### config.mk
export PLATFORM = sky130hd
export DESIGN_NAME = alu_issue_stage_flat
export DESIGN_NICKNAME = d
export VERILOG_FILES = /design/src/rtl/alu_pkg.sv /design/src/rtl/alu_issue_stage_if.sv /design/src/rtl/alu_skid_buf.sv /design/src/rtl/alu_issue_stage.sv /design/src/flat_wrapper.sv
export SDC_FILE = /design/constraint.sdc
export NUM_CORES = 1
export LEC_CHECK = 0
export ABC_AREA = 1
export CORE_ASPECT_RATIO = 0.6
export CORE_MARGIN = 8
export CORE_UTILIZATION = 48
export DETAILED_ROUTE_END_ITERATION = 7
export PLACE_DENSITY = 0.82
export SLEW_MARGIN = 20
export SYNTH_ARGS = -nofsm -noshare
export SYNTH_HDL_FRONTEND = slang
export SYNTH_SLANG_ARGS = --single-unit
### constraint.sdc
create_clock -name clk -period 1.7 [get_ports clk]
set_input_delay 0.34 -clock clk [delete_from_list [all_inputs] [get_ports clk]]
set_output_delay 0.34 -clock clk [all_outputs]
set_load 0.01 [all_outputs]
### src/rtl/alu_pkg.sv
// ALU control codes, ALUOp encodings and the funct3/funct7 decoder, shared with ALU_unit.
// Latency: none (types, constants and a combinational helper only).
// Backpressure: not applicable.
package alu_pkg;

  localparam int XLEN   = 32;
  localparam int CTRL_W = 4;

  typedef logic [CTRL_W-1:0] alu_ctrl_t;

  localparam alu_ctrl_t ALU_AND     = 4'b0000;
  localparam alu_ctrl_t ALU_OR      = 4'b0001;
  localparam alu_ctrl_t ALU_ADD     = 4'b0010;
  localparam alu_ctrl_t ALU_XOR     = 4'b0011;
  localparam alu_ctrl_t ALU_SLT     = 4'b0100;
  localparam alu_ctrl_t ALU_SLL     = 4'b0101;
  localparam alu_ctrl_t ALU_SUB     = 4'b0110;
  localparam alu_ctrl_t ALU_SRL     = 4'b1001;
  localparam alu_ctrl_t ALU_SRA     = 4'b1010;
  localparam alu_ctrl_t ALU_ILLEGAL = 4'b1111;

  typedef enum logic [1:0] {
    ALUOP_LDST   = 2'b00,
    ALUOP_BRANCH = 2'b01,
    ALUOP_RTYPE  = 2'b10,
    ALUOP_ITYPE  = 2'b11
  } alu_op_e;

  // funct7_b5 only distinguishes SUB from ADD for R-type; ADDI keeps ADD
  // whatever bit 30 holds. SLTU (funct3=011) has no ALU code.
  function automatic alu_ctrl_t alu_decode(input logic [1:0] alu_op,
                                           input logic [2:0] funct3,
                                           input logic       funct7_b5);
    alu_ctrl_t ctrl;
    ctrl = ALU_ILLEGAL;
    case (alu_op_e'(alu_op))
      ALUOP_LDST:   ctrl = ALU_ADD;
      ALUOP_BRANCH: ctrl = ALU_SUB;
      default: begin
        case (funct3)
          3'b000:  ctrl = ((alu_op_e'(alu_op) == ALUOP_RTYPE) && funct7_b5) ? ALU_SUB : ALU_ADD;
          3'b001:  ctrl = ALU_SLL;
          3'b010:  ctrl = ALU_SLT;
          3'b100:  ctrl = ALU_XOR;
          3'b101:  ctrl = funct7_b5 ? ALU_SRA : ALU_SRL;
          3'b110:  ctrl = ALU_OR;
          3'b111:  ctrl = ALU_AND;
          default: ctrl = ALU_ILLEGAL;
        endcase
      end
    endcase
    return ctrl;
  endfunction

endpackage

### src/rtl/alu_issue_stage_if.sv
// Issue bus from the ALU issue stage (master) to the ALU (slave).
// Latency: wires only.
// Backpressure: slave holds out_ready low to stall; master holds payload while stalled.
interface alu_issue_stage_if #(
  parameter int XLEN   = 32,
  parameter int CTRL_W = 4
) ();
  logic              out_valid;
  logic              out_ready;
  logic [XLEN-1:0]   A;
  logic [XLEN-1:0]   B;
  logic [CTRL_W-1:0] Control_in;
  logic              illegal;

  modport master (output out_valid, A, B, Control_in, illegal, input out_ready);
  modport slave  (input out_valid, A, B, Control_in, illegal, output out_ready);
endinterface

### src/rtl/alu_skid_buf.sv
// Generic 2-entry valid/ready skid buffer: output register plus one skid register.
// Latency: 1 cycle from input handshake to out_vld when unstalled.
// Backpressure: in_rdy is a flop (= skid empty); flush drops both entries and any incoming beat.
module alu_skid_buf #(
  parameter int W = 8
) (
  input  logic         clk,
  input  logic         reset,
  input  logic         flush,
  input  logic         in_vld,
  output logic         in_rdy,
  input  logic [W-1:0] in_dat,
  output logic         out_vld,
  input  logic         out_rdy,
  output logic [W-1:0] out_dat
);

  // Bit 0 = output register holds a beat, bit 1 = skid register holds a beat,
  // so out_vld and in_rdy come straight off state flops.
  typedef enum logic [1:0] {
    S_EMPTY = 2'b00,
    S_ONE   = 2'b01,
    S_TWO   = 2'b11
  } state_e;

  state_e       state_q, state_d;
  logic [W-1:0] out_dat_q, out_dat_d;
  logic [W-1:0] skid_dat_q, skid_dat_d;
  logic         in_fire;
  logic         out_fire;

  assign out_vld = state_q[0];
  assign in_rdy  = ~state_q[1];
  assign out_dat = out_dat_q;

  // Next-state and payload steering; flush overrides any handshake.
  always_comb begin
    in_fire    = in_vld && in_rdy && !flush;
    out_fire   = out_vld && out_rdy && !flush;
    state_d    = state_q;
    out_dat_d  = out_dat_q;
    skid_dat_d = skid_dat_q;
    if (flush) begin
      state_d = S_EMPTY;
    end else begin
      case (state_q)
        S_EMPTY: begin
          if (in_fire) begin
            state_d   = S_ONE;
            out_dat_d = in_dat;
          end
        end
        S_ONE: begin
          if (out_fire) begin
            // Consumed: reload from input or drain.
            if (in_fire) begin
              out_dat_d = in_dat;
            end else begin
              state_d = S_EMPTY;
            end
          end else if (in_fire) begin
            // Stalled: park the new beat behind the held one.
            state_d    = S_TWO;
            skid_dat_d = in_dat;
          end
        end
        S_TWO: begin
          // in_rdy is low here, so only the skid-to-output move can happen.
          if (out_fire) begin
            state_d   = S_ONE;
            out_dat_d = skid_dat_q;
          end
        end
        default: state_d = S_EMPTY;
      endcase
    end
  end

  // State and payload registers with synchronous reset.
  always_ff @(posedge clk) begin
    if (reset) begin
      state_q    <= S_EMPTY;
      out_dat_q  <= '0;
      skid_dat_q <= '0;
    end else begin
      state_q    <= state_d;
      out_dat_q  <= out_dat_d;
      skid_dat_q <= skid_dat_d;
    end
  end

endmodule

### src/rtl/alu_issue_stage.sv
// Decodes ALUOp/funct3/funct7[5] into the ALU control code, muxes operand B, and registers both toward the ALU.
// Latency: 1 cycle from input handshake to A/B/Control_in when unstalled.
// Backpressure: registered in_ready via a 2-entry skid buffer; flush empties the stage next cycle.
module alu_issue_stage
  import alu_pkg::*;
#(
  parameter int XLEN   = alu_pkg::XLEN,
  parameter int CTRL_W = alu_pkg::CTRL_W
) (
  input  logic              clk,
  input  logic              reset,
  input  logic              flush,
  input  logic              in_valid,
  output logic              in_ready,
  input  logic [1:0]        alu_op,
  input  logic [2:0]        funct3,
  input  logic              funct7_b5,
  input  logic              alu_src,
  input  logic [XLEN-1:0]   rs1_val,
  input  logic [XLEN-1:0]   rs2_val,
  input  logic [XLEN-1:0]   imm,
  alu_issue_stage_if.master alu_bus
);

  // Payload layout: {illegal, Control_in, A, B}.
  localparam int PL_W = 2*XLEN + CTRL_W + 1;

  logic [CTRL_W-1:0] ctrl;
  logic              ill;
  logic [XLEN-1:0]   b_sel;
  logic [PL_W-1:0]   in_pl;
  logic [PL_W-1:0]   out_pl;

  // Decode and B-operand select ahead of the registers.
  always_comb begin
    ctrl  = CTRL_W'(alu_decode(alu_op, funct3, funct7_b5));
    ill   = (ctrl == CTRL_W'(ALU_ILLEGAL));
    b_sel = alu_src ? imm : rs2_val;
    in_pl = {ill, ctrl, rs1_val, b_sel};
  end

  alu_skid_buf #(
    .W(PL_W)
  ) u_skid (
    .clk     (clk),
    .reset   (reset),
    .flush   (flush),
    .in_vld  (in_valid),
    .in_rdy  (in_ready),
    .in_dat  (in_pl),
    .out_vld (alu_bus.out_valid),
    .out_rdy (alu_bus.out_ready),
    .out_dat (out_pl)
  );

  assign {alu_bus.illegal, alu_bus.Control_in, alu_bus.A, alu_bus.B} = out_pl;

endmodule

### src/flat_wrapper.sv
// flat-port wrapper written by rule: the top's interface ports become plain ports
module alu_issue_stage_flat import alu_pkg::*;
#(
  parameter int XLEN   = alu_pkg::XLEN,
  parameter int CTRL_W = alu_pkg::CTRL_W
)
  (clk, reset, flush, in_valid, in_ready, alu_op, funct3, funct7_b5, alu_src, rs1_val, rs2_val, imm, alu_bus_out_valid, alu_bus_A, alu_bus_B, alu_bus_Control_in, alu_bus_illegal, alu_bus_out_ready);
  alu_issue_stage_if #(.XLEN(XLEN), .CTRL_W(CTRL_W)) alu_bus_i ();
  input  logic clk;
  input  logic reset;
  input  logic flush;
  input  logic in_valid;
  output logic in_ready;
  input  logic [1:0] alu_op;
  input  logic [2:0] funct3;
  input  logic funct7_b5;
  input  logic alu_src;
  input  logic [XLEN-1:0] rs1_val;
  input  logic [XLEN-1:0] rs2_val;
  input  logic [XLEN-1:0] imm;
  output wire logic [$bits(alu_bus_i.out_valid)-1:0] alu_bus_out_valid;
  output wire logic [$bits(alu_bus_i.A)-1:0] alu_bus_A;
  output wire logic [$bits(alu_bus_i.B)-1:0] alu_bus_B;
  output wire logic [$bits(alu_bus_i.Control_in)-1:0] alu_bus_Control_in;
  output wire logic [$bits(alu_bus_i.illegal)-1:0] alu_bus_illegal;
  input wire logic [$bits(alu_bus_i.out_ready)-1:0] alu_bus_out_ready;
  assign alu_bus_out_valid = alu_bus_i.out_valid;
  assign alu_bus_A = alu_bus_i.A;
  assign alu_bus_B = alu_bus_i.B;
  assign alu_bus_Control_in = alu_bus_i.Control_in;
  assign alu_bus_illegal = alu_bus_i.illegal;
  assign alu_bus_i.out_ready = alu_bus_out_ready;
  alu_issue_stage #(.XLEN(XLEN), .CTRL_W(CTRL_W)) u_core (.clk(clk), .reset(reset), .flush(flush), .in_valid(in_valid), .in_ready(in_ready), .alu_op(alu_op), .funct3(funct3), .funct7_b5(funct7_b5), .alu_src(alu_src), .rs1_val(rs1_val), .rs2_val(rs2_val), .imm(imm), .alu_bus(alu_bus_i));
endmodule
-- Yosys cells after proc, flatten, opt, wreduce, memory -nomap -nowiden
Cells that the tools add are included.
- eq/ne operators: 16
- mux-type cells: 15
- bitwise gates (word level): 3
- reduce and logical (&&, ||, !) cells: 14
- operators by type and width (operator ; count):
    2-to-1 mux 69 bit ; 3
    one-hot mux 69 bit (3 select lines) ; 1
    2-to-1 mux 32 bit ; 1
    one-hot mux 4 bit (7 select lines) ; 1
    == test 3 bit, second input constant ; 4
    2-to-1 mux 2 bit ; 6
    AND reduction 4 bit ; 3
    one-hot mux 4 bit (2 select lines) ; 1
    inequality test 2 bit, second input constant ; 3
    inequality test 3 bit, second input constant ; 2
    one-hot mux 2 bit (3 select lines) ; 1
    logical AND 1 bit ; 5
    == test 2 x 1 -> 1 bit, second input constant ; 2
    == test 2 bit, second input constant ; 2
    == test 4 bit, second input constant ; 1
    logical NOT 2 bit ; 2
    == test 3 x 1 -> 1 bit, second input constant ; 1
    == test 3 x 2 -> 1 bit, second input constant ; 1
    logical NOT 3 bit ; 1
    2-to-1 mux 3 bit ; 1
    inverter 1 bit ; 3
    nonzero test 3 bit ; 1
    OR reduction 2 bit ; 1
    logical NOT 1 bit ; 1
- register bits after elaboration: 140
- input bits: 108
- output and inout bits: 71
- word-level logic and storage cells: 51

-- Depth between registers and ports, before layout
Gate-level depths: netlist of the first run.
- depth after elaboration: 9
- mapped depth: 10
- mapped depth without buffers: 8

-- By module
From an unflattened synthesis of the first run, not the netlist that was laid out.
- cells, all modules: 888
- area, all modules: 6693.9 µm²
- by module, submodules not included (module ; instances ; cells an instance ; area an instance (µm²) ; sequential area each (µm²)):
    alu_skid_buf ; 1 ; 827 ; 6044.5 ; 2802.7
    alu_issue_stage ; 1 ; 61 ; 649.4 ; 0.0

-- Worst setup path after synthesis of the first run
Ideal clock, no wire load.
- path type: reg-to-reg
- from: register u_core.u_skid.state_q[0]
- to: register u_core.u_skid.out_dat_q[23] (netlist: u_core.u_skid.out_dat[23])
- setup time: 0.113 ns
- data arrival time: 1.486 ns
- data required time: 1.587 ns
- path slack: 0.101 ns
- stages on the path, launching flop included: 9
- buffers on the path: 3
- period minus slack after synthesis: 1.599 ns
- cell sequence: dfxtp_1 ha_1 buf_2 buf_2 buf_4 mux2i_1 nand2_1 nand2_1 nor2_1
- cells in the longest elaborated chain, start to end: 4
- elaborated cells on any way between the ends: 10
- those cells by class: eq/ne: 4; mux: 1; reduce/logical: 5
- RTL lines (item ; line ; RTL):
    from (decl) ; alu_skid_buf.sv:26 ; state_e state_q, state_d;
    from (signal assigned) ; alu_skid_buf.sv:86 ; state_q <= state_d;
    logical AND 1 bit (2 in series) ; alu_skid_buf.sv:39 ; out_fire = out_vld && out_rdy && !flush;
    inequality test 2 bit (no line) ; n/a ;
    AND reduction 4 bit (no line) ; n/a ;
    to (signal assigned) ; alu_skid_buf.sv:87 ; out_dat_q <= out_dat_d;
    to (decl) ; alu_skid_buf.sv:27 ; logic [W-1:0] out_dat_q, out_dat_d;
Parallel ways exist; a longest one is shown, timed or not.
A chain may end at the register's enable or synchronous reset.

-- Final worst setup path of the first run
- from: register u_core.u_skid.state_q[1]
- to: register u_core.u_skid.out_dat_q[7] (netlist: u_core.u_skid.out_dat[7])
- cells in the longest elaborated chain, start to end: 6
- elaborated cells on any way between the ends: 13
- those cells by class: eq/ne: 4; mux: 3; bitwise: 1; reduce/logical: 5
- RTL lines (item ; line ; RTL):
    inverter 1 bit ; alu_skid_buf.sv:33 ; assign in_rdy = ~state_q[1];
    logical AND 1 bit (2 in series) ; alu_skid_buf.sv:38 ; in_fire = in_vld && in_rdy && !flush;
    2-to-1 mux 69 bit (2 in series) ; n/a ;
    one-hot mux 69 bit (3 select lines) ; alu_skid_buf.sv:46 ; case (state_q)
Parallel ways exist; a longest one is shown, timed or not. The select of a mux whose other input is x is not followed.

==> flow_summary.toml, run 1 <==
[yosys]
syn_inst = 954
synth_area_leaders = "dfxtp_1 43%, nand2_1 15%, nor2_1 11%"
avgSynthCellArea_um2 = 6.75
synth_top_flop_cell = "dfxtp_1"
yosysTopAreaCell = "dfxtp_1"
netlist_area_um2 = 6440
yosys-top-cells-count = "257 x nand2_1, 186 x nor2_1, 140 x dfxtp_1, 103 x a21oi_1, 79 x inv_1"
ys_async_sr_fraction_pct = 0
yosysUniqueCellTypes = 20
ys_seq_elements = 140
yosysMostFrequentCell = "nand2_1"
yosysTopAreaCellShare_pct = 43.5
synth_nets = 1067
ys_seq_area_share_pct = 43.5
synth-edff-count = 0
ys_warn_count = 0

[cts]
cts_buffer_depth = 2
tritoncts = "built"
cts_htree_levels = 4
cts_num_sinks = 140
worstSkewPairLatency_ns = 0.42
cts_root_buffer = "clkbuf_16"
cts_made_buffers = 17
clk_pin_slew_ns = 0.07
postCtsHoldBufs = 0

[power]
p_leak_nw = 4.40
p_int_mw = 6.35
power_frac_comb_pct = 16.5
p_clk_share_pct = 42.9
power.share.switching_pct = 26.4
power_mw = 8.63
p_sw_mw = 2.28
pwr_density_cell_nw_per_um2 = 884
vdd_drop_max_v = 0.000581
seq_power_share_pct = 40.6

[route]
vias_per_cell = 5.05
vias = 6726
routedWlPerCell_um = 15.2
dr.first_iter.drc_count = 422
wl_mm = 20.2
drc = 0
firstDrtPassIters = 5
ant_nets = 0

[grt]
grt_pass1_vias = 6200
track_usage_pct = 20.7
grt_overflow = 0
antenna_found_initial = 0
grt_pass1_wl_mm = 29.8
grt_max_degree = 85

[critical_path]
path_buf_inv = 4
cpMaxStageDelayCell = "dfxtp_4"
r2r-end = "u_core.u_skid.out_dat[7]$_SDFFE_PP0P_"
cp_top_family = "simple AND/OR/NAND/NOR gates"
cp_max_fo = 6
cp-start-kind = "flip-flop"
ff2ff_setup_slack_ns = -0.04
cp_common_cell = "nand2_2"
cpPeakStageDelay_ns = 0.38
crit_required_ns = 2.01
reg2reg_depth = 12
worst_setup_path_end_kind = "flip-flop"
critPathKind = "reg2reg"
arrival_ns = 2.05
reg2reg_from = "u_core.u_skid.state_q[1]$_SDFFE_PP0P_"
path_cells = "buf_6 > nor2_4 > nand2_2 > nand2_2 > nand2_2 > nor2_4 > buf_12 > clkbuf_16 > clkbuf_16 > nand2_2 > nand2_1 > nor2_1"

[die]
start_util_pct = 49.7
rows = 32
core_area_um2 = 13000
die_area_um2 = 17500
die_h_um = 106
pin_count = 179
fp.dieW_um = 166

[timing]
rsz0062_at_grt = "true"
layout_setup_ws_ns = -0.0362
period_minus_slack_ns = 1.74
post-route-period-util_pct = 102
hold_slack_ns = 0.439
final_hold_viol_count = 0
slew_violations = 0
fin_tns_setup_ns = -0.199
finalSetupViolations = 9
worst_slew_pin_slew_ns = 0.410
fin_skew_ns = 0.0139
timing.fmax_mhz = 576
relSlewSlack_pct = 72.6

[hold_path]
min_from = "flush"
min_to = "u_core.u_skid.state_q[0]$_SDFFE_PP0P_"
hold_class = "in2reg"
min_path_cells = 4

[place]
dp_hpwl_mm = 12.7
numPortBuffers = 178
gp_congestion = 0.878

[final_layout]
drive_above_1_share_pct = 11.4
syn2layout_area_growth_pct = 51.5
fill_cells = 941
n_antenna_cell = 0
multi_input_area_um2 = 3180
regArea_um2 = 2810
final_net_count = 1261

[flow_run]
drv_cap = 0

[run_status]
failed_checks = "negative setup slack"
status = "finished, violations left"
==> cells in the final DEF, fill, tap and decap left out, types with 6 or more instances in the layout <==
cell type and n:
inv_1 75, buf_6 7, o21ai_0 74, a21oi_1 101, mux2i_1 32, nor2_1 184, nand2_2 20, nand2_1 236
dlygate4sd2_1 7, clkbuf_16 27, inv_6 6, dfxtp_1 138, clkdlybuf4s50_1 153, dlymetal6s2s_1 17, buf_12 14, nand3_1 6
buf_4 26
==> flip-flops by register name (all words and copies together), names as in the netlist <==
name,cells
u_core.u_skid.out_dat,69
u_core.u_skid.state_q,2
u_core.u_skid.skid_dat_q,69
==> metal layers <==
layer	global-route usage [%]	routed length (µm)	vias to the layer above	share of wire [%]
met2	32.5	9140	235	45
met1	26.8	9230	3100	46
met3	7.03	1750	12	8.6
met4	5.08	120	0	0.59
li1	-	-	3379	-
met5	0	0	-	0
==> worst max-delay path by stage <==
stage,startpoint,endpoint,cells after the start
final,u_core.u_skid.state_q[1]$_SDFFE_PP0P_,u_core.u_skid.out_dat[7]$_SDFFE_PP0P_,12
after global routing,u_core.u_skid.state_q[0]$_SDFFE_PP0P_,u_core.u_skid.out_dat[39]$_SDFFE_PP0P_,11
after CTS,u_core.u_skid.out_dat[8]$_SDFFE_PP0P_,alu_bus_B[8],1
after detailed placement,flush,u_core.u_skid.out_dat[64]$_SDFFE_PP0P_,10
after global placement,flush,u_core.u_skid.out_dat[38]$_SDFFE_PP0P_,11
after floorplan,u_core.u_skid.state_q[0]$_SDFFE_PP0P_,u_core.u_skid.out_dat[23]$_SDFFE_PP0P_,8
==> logic make-up (layout without fill, tap and decap cells) <==
kind of cell / Yosys count / in the layout / share of synthesized area, %
adders and majority gates: 5 / 5 / 0.971
and+or+nand+nor: 456 / 456 / 27.1
muxes: 32 / 32 / 4.97
buffers and inverters: 141 / 348 / 9.44
AOI/OAI and AO/OA: 180 / 180 / 14.1
DFF: 140 / 140 / 43.5
==> per-stage QoR <==
stage | util (%) | instance area [µm²] | cells | worst slack [ns]
final | 75.3 | 9760 | 1331 | -0.0362
after CTS | 70.8 | 9180 | 1309 | 0.0000800
after detailed placement | 66.2 | 8590 | 1277 | -0.317
after global routing | 75.3 | 9760 | 1331 | -0.0959
after global placement | 66.2 | 8590 | 1277 | -0.220
after floorplan | - | 6440 | 954 | 0.101
==> worst register-to-register path, delay by kind of cell, from the launching register on <==
family | cells | cell delay, ns
simple gates | 8 | 0.65
buf+inv | 4 | 0.61
flops | 1 | 0.38
==> layout make-up <==
type | count | area share, %
clock buffers | 20 | 4.78
clock inverters | 12 | 1.28
inverters | 79 | 3.08
multi-input cells | 673 | 32.6
flip-flops and latches | 140 | 28.8
well taps | 170 | 2.18
repair buffers | 237 | 27.3
==> what timing repair did <==
item | CTS | global route
cloned | 0 | 10
pin swaps | 0 | 14
buffers inserted | 0 | 12
resized for setup | 10 | 69
setup endpoints to repair | 55 | 76
==> power groups by stage <==
| stage | registers (mW) | logic, mW | clock network [mW] |
|---|---|---|---|
| final | 3.50 | 1.42 | 3.70 |
| after global routing | 3.52 | 1.57 | 3.89 |
| after CTS | 3.50 | 1.28 | 3.74 |
| after detailed placement | 3.57 | 1.28 | 0 |
| after global placement | 3.56 | 1.25 | 0 |
| after floorplan | 3.61 | 0.557 | 0 |
Note: power is estimated with default switching activity, not from simulation.
==> inputs of run 2 (changes only) <==
--- a/config.mk
+++ b/config.mk
@@ -6,6 +6,7 @@
 export NUM_CORES = 1
 export LEC_CHECK = 0
 export ABC_AREA = 1
+export CAP_MARGIN = 25
 export CORE_ASPECT_RATIO = 0.6
 export CORE_MARGIN = 8
 export CORE_UTILIZATION = 48
==> results of run 2 <==
Final layout, timing and power as in run 1 (identical DEF).
==> inputs of run 3 (changes only) <==
--- a/config.mk
+++ b/config.mk
@@ -7,11 +7,14 @@
 export LEC_CHECK = 0
 export ABC_AREA = 1
 export CAP_MARGIN = 25
+export CELL_PAD_IN_SITES_DETAIL_PLACEMENT = 1
+export CELL_PAD_IN_SITES_GLOBAL_PLACEMENT = 1
 export CORE_ASPECT_RATIO = 0.6
 export CORE_MARGIN = 8
-export CORE_UTILIZATION = 48
+export CORE_UTILIZATION = 33
 export DETAILED_ROUTE_END_ITERATION = 7
-export PLACE_DENSITY = 0.82
+export PLACE_DENSITY = 0.81
+export SKIP_CTS_REPAIR_TIMING = 1
 export SLEW_MARGIN = 20
 export SYNTH_ARGS = -nofsm -noshare
 export SYNTH_HDL_FRONTEND = slang
==> run 3 against run 2 <==
Net effect:
- final cell count is 8.0% higher
- the flow still finishes with violations (negative setup slack)
- final area is 5.6% higher
- via count is 1.8% higher
- highest routed layer unchanged
- sequential share of layout area is 1.5 points lower
- die area is 39% higher
- largest power group unchanged
==> flow_summary.toml, run 3 (synthesized netlist as in run 1, its figures left out) <==
[power]
p_leak_nw = 4.99
p_sw_mw = 2.41
seq_power_share_pct = 39.6
power_mw = 8.85
vdd_drop_max_v = 0.000597
p_clk_share_pct = 43.1
p_int_mw = 6.44
power.share.switching_pct = 27.2
power_frac_comb_pct = 17.3
pwr_density_cell_nw_per_um2 = 858

[timing]
hold_slack_ns = 0.462
rsz0062_at_grt = "true"
layout_setup_ws_ns = -0.0927
fin_skew_ns = 0.00957
relSlewSlack_pct = 66.5
period_minus_slack_ns = 1.79
timing.fmax_mhz = 558
final_hold_viol_count = 0
worst_slew_pin_slew_ns = 0.497
finalSetupViolations = 64
post-route-period-util_pct = 105
slew_violations = 0

[final_layout]
n_antenna_cell = 0
final_util_pct = 54.0
final_net_count = 1272
layout_common_cells = "195 x nand2_1, 180 x nor2_1, 138 x dfxtp_1, 132 x clkdlybuf4s50_1, 95 x a21oi_1"
multi_input_area_um2 = 3380
fill_cells = 2330
drive_above_1_share_pct = 16.6
layout_commonest_cell = "nand2_1"
syn2layout_area_growth_pct = 60.0
regArea_um2 = 2810

[grt]
grt_pass1_wl_mm = 35.1
track_usage_pct = 17.4
grt_pass1_vias = 6869
antenna_found_initial = 0
grt_overflow = 0
grt_max_degree = 76

[critical_path]
cp_max_fo = 6
arrival_ns = 2.10
cp-start-kind = "flip-flop"
crit_required_ns = 2.01
critPathKind = "reg2reg"
worst_setup_path_end_kind = "flip-flop"

[cts]
cts_num_sinks = 140
cts_htree_levels = 4
cts_made_buffers = 17
cts_buffer_depth = 2
worstSkewPairLatency_ns = 0.42
clk_pin_slew_ns = 0.06
cts_root_buffer = "clkbuf_16"
tritoncts = "built"

[route]
vias_per_cell = 4.76
ant_nets = 0
dr.first_iter.drc_count = 280
routedWlPerCell_um = 17.0
vias = 6848
wl_mm = 24.5
drc = 0
firstDrtPassIters = 4

[die]
die_h_um = 124
start_util_pct = 33.8
rows = 39
die_area_um2 = 24400
fp.dieW_um = 196
pin_count = 179
core_area_um2 = 19100

[place]
numPortBuffers = 178
gp_congestion = 0.837
post-place-ws_ns = -0.331
dp_hpwl_mm = 15.7

[run_status]
status = "finished, violations left"
failed_checks = "negative setup slack"

[hold_path]
hold_class = "reg2reg"

[flow_run]
drv_cap = 0
-- run 3: layout make-up --
type                            count  area share [%]
Multi-Input combinational cell    673            32.8
Timing Repair Buffer              248            28.0
Sequential cell                   140            27.3
Clock buffer                       19            4.30
Tap cell                          266            3.23
Inverter                           79            2.92
Clock inverter                     13            1.49
-- run 3: worst paths after layout --
path | end | slack (ns) | cells after the start | from
max | u_core.u_skid.out_dat[43]$_SDFFE_PP0P_ | -0.09 | 12 | u_core.u_skid.state_q[1]$_SDFFE_PP0P_
min reg2reg | u_core.u_skid.skid_dat_q[16]$_SDFFE_PP0P_ | 0.46 | 2 | u_core.u_skid.skid_dat_q[16]$_SDFFE_PP0P_
min | u_core.u_skid.skid_dat_q[16]$_SDFFE_PP0P_ | 0.46 | 2 | u_core.u_skid.skid_dat_q[16]$_SDFFE_PP0P_
max reg2reg | u_core.u_skid.out_dat[43]$_SDFFE_PP0P_ | -0.09 | 12 | u_core.u_skid.state_q[1]$_SDFFE_PP0P_
-- run 3: worst max-delay path: stages (launching register included) --
cell and delay, ns:
dfxtp_4 0.37, buf_6 0.13, nor2_4 0.13, nand2_2 0.08, nand2_2 0.08, nand2_2 0.08, nor2_4 0.21, buf_6 0.15
clkbuf_16 0.17, buf_12 0.14, nand2_2 0.04, nand2_1 0.07, nor2_1 0.05
-- run 3: per-layer routing --
layer	global-route usage (%)	share of wire (%)	up-vias
met3	4.86	5.0	21
li1	-	-	3399
met2	27.4	45	133
met5	0	0	-
met1	23.4	49	3295
met4	4.17	0.96	0
-- run 3: metrics by stage --
| step | TNS (ns) | cells | cell area, µm² |
|---|---|---|---|
| after floorplan | 0 | 954 | 6440 |
| after global placement | -27.89 | 1380 | 8740 |
| after detailed placement | -33.22 | 1380 | 8740 |
| after CTS | -1.89 | 1412 | 9340 |
| after global routing | -8.21 | 1438 | 10300 |
| final | -2.10 | 1438 | 10300 |
-- run 3: power groups by stage --
stage                     registers, mW  logic, mW  clock network [mW]
after floorplan                    3.61      0.557                   0
after global placement             3.57       1.29                   0
after detailed placement           3.58       1.33                   0
after CTS                          3.51       1.34                3.88
after global routing               3.52       1.67                4.05
final                              3.51       1.53                3.82
